<file path="config.mk">
export PLATFORM = sky130hd
export DESIGN_NAME = key_debounce_array_flat
export DESIGN_NICKNAME = d
export VERILOG_FILES = /design/src/rtl/key_debounce_array_if.sv /design/src/rtl/key_debounce_chan.sv /design/src/rtl/key_debounce_array.sv /design/src/flat_wrapper.sv
export SDC_FILE = /design/constraint.sdc
export NUM_CORES = 1
export LEC_CHECK = 0
export CORE_UTILIZATION = 31
export DETAILED_ROUTE_END_ITERATION = 10
export MAX_ROUTING_LAYER = met4
export SLEW_MARGIN = 0
export SYNTH_ARGS = -nofsm -noshare
export SYNTH_HDL_FRONTEND = slang
export SYNTH_SLANG_ARGS = --single-unit
</file>
<file path="constraint.sdc">
create_clock -name clk -period 2.18 [get_ports clk]
set_input_delay 0.654 -clock clk [delete_from_list [all_inputs] [get_ports clk]]
set_output_delay 0.654 -clock clk [all_outputs]
set_load 0.05 [all_outputs]
</file>
<file path="src/rtl/key_debounce_array_if.sv">
// Key-array bus: sample strobe and raw pins in,
// debounced levels and per-key event pulses out.
interface key_debounce_array_if #(
  parameter int N_KEYS = 4
);
  logic              sample_tick;
  logic [N_KEYS-1:0] key_raw;
  logic [N_KEYS-1:0] key_level;
  logic [N_KEYS-1:0] press_pulse;
  logic [N_KEYS-1:0] release_pulse;
  logic [N_KEYS-1:0] long_pulse;
  logic [N_KEYS-1:0] repeat_pulse;
  logic              key_any;

  modport master (
    output sample_tick,
    output key_raw,
    input  key_level,
    input  press_pulse,
    input  release_pulse,
    input  long_pulse,
    input  repeat_pulse,
    input  key_any
  );

  modport slave (
    input  sample_tick,
    input  key_raw,
    output key_level,
    output press_pulse,
    output release_pulse,
    output long_pulse,
    output repeat_pulse,
    output key_any
  );
endinterface

</file>
<file path="src/rtl/key_debounce_chan.sv">
// One key channel: 2-flop sync, debounce counter,
// IDLE/PRESSED/LONG hold FSM and registered pulses.
module key_debounce_chan #(
  parameter int ACTIVE_LOW = 1,
  parameter int STABLE_CNT = 3,
  parameter int LONG_CNT   = 100,
  parameter int REPEAT_CNT = 20
) (
  input  logic clk,
  input  logic rst,
  input  logic sample_tick,
  input  logic key_raw,
  output logic key_level,
  output logic press_pulse,
  output logic release_pulse,
  output logic long_pulse,
  output logic repeat_pulse
);
  localparam int SW = $clog2(STABLE_CNT + 1);
  localparam int HW = $clog2(LONG_CNT + 1);
  localparam int RW =
    (REPEAT_CNT > 0) ? $clog2(REPEAT_CNT + 1) : 1;
  localparam logic [SW-1:0] STAB_TGT = SW'(STABLE_CNT);
  localparam logic [HW-1:0] HOLD_TGT = HW'(LONG_CNT);
  localparam logic [RW-1:0] REP_TGT  = RW'(REPEAT_CNT);
  localparam logic INACTIVE = (ACTIVE_LOW != 0);

  typedef enum logic [1:0] {
    IDLE    = 2'd0,
    PRESSED = 2'd1,
    LONG    = 2'd2
  } state_t;

  state_t        state_q, state_d;
  logic          sync1_q, sync1_d;
  logic          sync2_q, sync2_d;
  logic          level_q, level_d;
  logic [SW-1:0] stab_q, stab_d;
  logic [HW-1:0] hold_q, hold_d;
  logic [RW-1:0] rep_q, rep_d;
  logic          press_q, press_d;
  logic          rel_q, rel_d;
  logic          long_q, long_d;
  logic          rpt_q, rpt_d;

  logic          s;
  logic          rise;
  logic          fall;
  logic [SW-1:0] stab_inc;
  logic [HW-1:0] hold_inc;
  logic [RW-1:0] rep_inc;

  always_comb begin
    sync1_d  = key_raw;
    sync2_d  = sync1_q;
    state_d  = state_q;
    level_d  = level_q;
    stab_d   = stab_q;
    hold_d   = hold_q;
    rep_d    = rep_q;
    press_d  = 1'b0;
    rel_d    = 1'b0;
    long_d   = 1'b0;
    rpt_d    = 1'b0;
    s        = (ACTIVE_LOW != 0) ? ~sync2_q : sync2_q;
    stab_inc = stab_q + SW'(1);
    hold_inc = (hold_q == HOLD_TGT) ? hold_q
                                    : hold_q + HW'(1);
    rep_inc  = rep_q + RW'(1);
    rise     = 1'b0;
    fall     = 1'b0;
    if (sample_tick) begin
      // one agreeing sample restarts the count
      if (s == level_q) begin
        stab_d = '0;
      end else if (stab_inc == STAB_TGT) begin
        level_d = s;
        stab_d  = '0;
        rise    = s;
        fall    = ~s;
      end else begin
        stab_d = stab_inc;
      end
      unique case (1'b1)
        rise: begin
          state_d = PRESSED;
          press_d = 1'b1;
          hold_d  = '0;
          rep_d   = '0;
        end
        fall: begin
          state_d = IDLE;
          rel_d   = 1'b1;
          hold_d  = '0;
          rep_d   = '0;
        end
        default: begin
          unique case (state_q)
            PRESSED: begin
              hold_d = hold_inc;
              if (hold_inc == HOLD_TGT) begin
                state_d = LONG;
                long_d  = 1'b1;
                rep_d   = '0;
              end
            end
            LONG: begin
              hold_d = hold_inc;
              if (REPEAT_CNT > 0) begin
                if (rep_inc == REP_TGT) begin
                  rpt_d = 1'b1;
                  rep_d = '0;
                end else begin
                  rep_d = rep_inc;
                end
              end
            end
            default: ;
          endcase
        end
      endcase
    end
  end

  always_ff @(posedge clk) begin
    if (rst) begin
      sync1_q <= INACTIVE;
      sync2_q <= INACTIVE;
      state_q <= IDLE;
      level_q <= 1'b0;
      stab_q  <= '0;
      hold_q  <= '0;
      rep_q   <= '0;
      press_q <= 1'b0;
      rel_q   <= 1'b0;
      long_q  <= 1'b0;
      rpt_q   <= 1'b0;
    end else begin
      sync1_q <= sync1_d;
      sync2_q <= sync2_d;
      state_q <= state_d;
      level_q <= level_d;
      stab_q  <= stab_d;
      hold_q  <= hold_d;
      rep_q   <= rep_d;
      press_q <= press_d;
      rel_q   <= rel_d;
      long_q  <= long_d;
      rpt_q   <= rpt_d;
    end
  end

  assign key_level     = level_q;
  assign press_pulse   = press_q;
  assign release_pulse = rel_q;
  assign long_pulse    = long_q;
  assign repeat_pulse  = rpt_q;
endmodule

</file>
<file path="src/rtl/key_debounce_array.sv">
// N_KEYS independent debounce channels plus the
// key_any reduction of the debounced levels.
module key_debounce_array #(
  parameter int N_KEYS     = 4,
  parameter int ACTIVE_LOW = 1,
  parameter int STABLE_CNT = 3,
  parameter int LONG_CNT   = 100,
  parameter int REPEAT_CNT = 20
) (
  input logic clk,
  input logic rst,
  key_debounce_array_if.slave bus
);
  logic [N_KEYS-1:0] level;
  logic [N_KEYS-1:0] press;
  logic [N_KEYS-1:0] rel;
  logic [N_KEYS-1:0] lng;
  logic [N_KEYS-1:0] rpt;

  for (genvar g = 0; g < N_KEYS; g++) begin : g_chan
    key_debounce_chan #(
      .ACTIVE_LOW (ACTIVE_LOW),
      .STABLE_CNT (STABLE_CNT),
      .LONG_CNT   (LONG_CNT),
      .REPEAT_CNT (REPEAT_CNT)
    ) u_chan (
      .clk           (clk),
      .rst           (rst),
      .sample_tick   (bus.sample_tick),
      .key_raw       (bus.key_raw[g]),
      .key_level     (level[g]),
      .press_pulse   (press[g]),
      .release_pulse (rel[g]),
      .long_pulse    (lng[g]),
      .repeat_pulse  (rpt[g])
    );
  end

  assign bus.key_level     = level;
  assign bus.press_pulse   = press;
  assign bus.release_pulse = rel;
  assign bus.long_pulse    = lng;
  assign bus.repeat_pulse  = rpt;
  assign bus.key_any       = |level;
endmodule

</file>
<file path="src/flat_wrapper.sv">
// flat-port wrapper written by rule: the top's interface ports become plain ports
module key_debounce_array_flat 
#(
  parameter int N_KEYS     = 4,
  parameter int ACTIVE_LOW = 1,
  parameter int STABLE_CNT = 3,
  parameter int LONG_CNT   = 100,
  parameter int REPEAT_CNT = 20
)
  (clk, rst, bus_sample_tick, bus_key_raw, bus_key_level, bus_press_pulse, bus_release_pulse, bus_long_pulse, bus_repeat_pulse, bus_key_any);
  key_debounce_array_if #(.N_KEYS(N_KEYS)) bus_i ();
  input logic clk;
  input logic rst;
  input wire logic [$bits(bus_i.sample_tick)-1:0] bus_sample_tick;
  input wire logic [$bits(bus_i.key_raw)-1:0] bus_key_raw;
  output wire logic [$bits(bus_i.key_level)-1:0] bus_key_level;
  output wire logic [$bits(bus_i.press_pulse)-1:0] bus_press_pulse;
  output wire logic [$bits(bus_i.release_pulse)-1:0] bus_release_pulse;
  output wire logic [$bits(bus_i.long_pulse)-1:0] bus_long_pulse;
  output wire logic [$bits(bus_i.repeat_pulse)-1:0] bus_repeat_pulse;
  output wire logic [$bits(bus_i.key_any)-1:0] bus_key_any;
  assign bus_i.sample_tick = bus_sample_tick;
  assign bus_i.key_raw = bus_key_raw;
  assign bus_key_level = bus_i.key_level;
  assign bus_press_pulse = bus_i.press_pulse;
  assign bus_release_pulse = bus_i.release_pulse;
  assign bus_long_pulse = bus_i.long_pulse;
  assign bus_repeat_pulse = bus_i.repeat_pulse;
  assign bus_key_any = bus_i.key_any;
  key_debounce_array #(.N_KEYS(N_KEYS), .ACTIVE_LOW(ACTIVE_LOW), .STABLE_CNT(STABLE_CNT), .LONG_CNT(LONG_CNT), .REPEAT_CNT(REPEAT_CNT)) u_core (.clk(clk), .rst(rst), .bus(bus_i));
endmodule
</file>
==> flow_summary.toml <==
[synth]
yosysWarnings = 0
syn-mean-instance-area_um2 = 8.18
syn_area_mm2 = 0.00506
synth_flop_cell = "dfxtp_1"
yosysSeqAreaShare_pct = 36.4
synth_seq_cells = 92
synth.top_cell.area_share_pct = 36.4
async_flop_share_pct = 0
syn_inst = 618
synth_top_area_cell = "dfxtp_1"
synth_edf_count = 0
synth_top_family_by_area = "simple AND/OR/NAND/NOR gates"
synth_compound_area_share_pct = 20.3
yosys.area_share.simple_pct = 26.4
synthAdderAreaFrac_pct = 4.95
synthMuxAreaShare_pct = 2.40
post-synth-top-count-cell = "dfxtp_1"
synth_xor_area_share_pct = 2.25
netlist_top_cells_area = "dfxtp_1 (36%), ha_1 (4.9%), nor2_1 (4.1%)"
synth.distinct_cells = 67
synth_common_cells = "dfxtp_1 (92), nor2_1 (55), nand2_1 (45)"
synth.net_count = 645

[grt]
grt_pass1_vias = 4342
grt_max_degree = 37
grt.busiest_layer = "met2"
grt_use_met3_pct = 3.28
grt_use_met1_pct = 18.3
grt.total_usage_pct = 15.4
grt_pass1_wl_mm = 20.1
grt-ovfl-total = 0
antenna_found_initial = 0
grt_util_met2_pct = 25.5

[routing]
drtIter0Drc = 280
vias = 4618
drc = 0
totalWireLength_mm = 12.2
drt_first_pass_iters = 5
wl_per_cell_um = 13.5
postRouteAntennaNets = 0
via_per_inst = 5.13

[clock_tree]
htreeDepth = 3
worstSkewPairLatency_ns = 0.35
cts_buffers = 9
ctsHoldBuffers = 0
numClockSinks = 92
cts_max_path_buffers = 2
cts_root_buffer = "clkbuf_16"
clkTransAtPathRegs_ns = 0.06
cts_tree = "built"

[floorplanning]
core_mm2 = 0.0159
dieArea_mm2 = 0.0168
start_util_pct = 31.8
rows = 46
io_pins = 28
die_y_um = 130
die_x_um = 130

[setup_path]
arrival_ns = 1.47
worstReg2RegEnd = "u_core.g_chan[3].u_chan.rep_q[3]$_SDFFE_PP0P_"
slowest_stage = "or4_4"
cp-end-kind = "primary output"
cp.required_ns = 1.53
crit_type = "register to primary output"
crit_chain = "or4_4 > buf_4"
cp_num_cells = 2
max_stage_delay_ns = 0.55
start_kind = "register"
ff2ff_path_depth = 7
cp_top_family = "simple AND/OR/NAND/NOR gates"
crit_start = "u_core.g_chan[3].u_chan.key_level$_SDFFE_PP0P_"
path_buf_inv = 1
rrSetupSlack_ns = 0.06
worst-path-max-fanout = 6
reg2reg_from = "u_core.g_chan[3].u_chan.hold_q[0]$_SDFFE_PP0P_"
endpoint = "bus_key_any"

[sta]
rsz0062_at_grt = "true"
post-route-period-util_pct = 97.5
fin_skew_ns = 0.00383
setup_viol = 0
hold_viol_final = 0
layout_min_cycle_time_ns = 2.12
tightestPinTransition_ns = 0.521
max_freq_mhz = 471
slew_headroom_pct = 65.2
whs_ns = 0.409
setup-tns-final_ns = 0
timing.final.max_slew_violations = 0

[worst_hold_path]
hold_class = "register to register"
worstHoldStart = "u_core.g_chan[3].u_chan.sync1_q$_SDFF_PP1_"

[layout]
fillerInstances = 1620
final_net_count = 707
antenna_cells = 0
multi_input_area_mm2 = 0.00303
postLayoutCoreUtil_pct = 40.0
register_area_mm2 = 0.00186
layout-drive-gt1-share_pct = 22.3
final_cell_count_no_fill = 901
area_delta_synth_final_pct = 25.8

[placement]
dp.cells = 883
place.port_buffers = 27
place.gp.congestion = 0.862
dpl.hpwl_mm = 8.82

[outcome]
status = "finished, final reports clean"

[power_and_ir_drop]
power_per_cell_area_mw_per_mm2 = 531
p_leak_nw = 2.28
totalPowerFinal_w = 0.00338
ir_drop_mv = 0.396

[run]
drv_cap = 0
layout by cell type, fill, tap and decap left out, types with 4 or more instances in the layout:
master and n:
a211oi_1 12, a21o_1 6, a21oi_1 36, a21oi_2 4, a22oi_1 10, a311oi_1 4
a31o_2 9, and3_1 10, buf_4 72, clkbuf_1 5, clkbuf_16 9, clkdlybuf4s50_1 19
dfxtp_1 84, dfxtp_2 6, ha_1 16, inv_1 30, mux2i_1 10, nand2_1 45
nand2b_1 7, nand3_1 25, nand3b_1 4, nand4_1 5, nand4b_1 4, nor2_1 54
nor2b_1 18, nor3_1 17, nor3b_1 8, nor4_1 5, nor4b_1 4, o21a_1 4
o21ai_0 37, or2_2 9, or3_1 4, xnor2_1 5, xor2_1 7
sequential cells by signal, indices dropped and copies added (netlist names):
| signal | count |
|---|---|
| u_core.g_chan.u_chan.state_q | 8 |
| u_core.g_chan.u_chan.rep_q | 20 |
| u_core.g_chan.u_chan.key_level | 4 |
| u_core.g_chan.u_chan.long_pulse | 4 |
| u_core.g_chan.u_chan.sync2_q | 4 |
| u_core.g_chan.u_chan.sync1_q | 4 |
| u_core.g_chan.u_chan.stab_q | 8 |
| u_core.g_chan.u_chan.hold_q | 28 |
| u_core.g_chan.u_chan.release_pulse | 4 |
| u_core.g_chan.u_chan.press_pulse | 4 |
| u_core.g_chan.u_chan.repeat_pulse | 4 |
layout make-up:
type,count,area share (%)
inverter,32,1.89
multi-input combinational,449,47.7
timing repair buffer,96,12.6
clock inverter,2,0.551
clock buffer,14,3.84
sequential,92,29.2
tap,216,4.25
layer usage:
metal	vias to the layer above	wire length (um)
met5	-	0
met4	0	159
met3	11	495
met2	96	5880
met1	2187	5620
li1	2324	-
cell families after synthesis:
| logic type | Yosys count |
|---|---|
| muxes | 12 |
| AOI/OAI and AO/OA | 156 |
| DFF | 92 |
| xor gates and xnor gates | 13 |
| and+or+nand+nor | 248 |
| adders and majority gates | 20 |
| buffers and inverters | 77 |
power breakdown:
part	leakage (nW)	switching, W	internal (W)
Combinational	1.39	0.0000935	0.0000722
Sequential	0.748	0.0000116	0.00169
Clock	0.135	0.000620	0.000889
per-stage QoR:
stage,instance area (um^2),setup slack (ns)
finish,6360,0.0551
global placement,5880,-0.277
detailed placement,5880,-0.325
CTS,6180,0.00110
floorplan,5080,-0.00743
global route,6360,-0.0500
what timing repair did:
action / 4_1_cts / 5_1_grt
gates resized for setup: 7 / 40
buffers inserted: 1 / 1
endpoints found under the setup margin: 8 / 36
pin swaps: 0 / 13
gates cloned: 0 / 0
worst min path at each step:
stage / to / slack, ns / cells past startpoint
after floorplan: u_core.g_chan[0].u_chan.sync2_q$_SDFF_PP1_ / 0.39 / 1
after global placement: u_core.g_chan[3].u_chan.sync2_q$_SDFF_PP1_ / 0.39 / 1
after detailed placement: u_core.g_chan[3].u_chan.sync2_q$_SDFF_PP1_ / 0.40 / 1
after CTS: u_core.g_chan[3].u_chan.sync2_q$_SDFF_PP1_ / 0.41 / 1
after global routing: u_core.g_chan[3].u_chan.sync2_q$_SDFF_PP1_ / 0.43 / 1
final: u_core.g_chan[3].u_chan.sync2_q$_SDFF_PP1_ / 0.41 / 1
No activity file was read; power rests on OpenSTA's default activity.
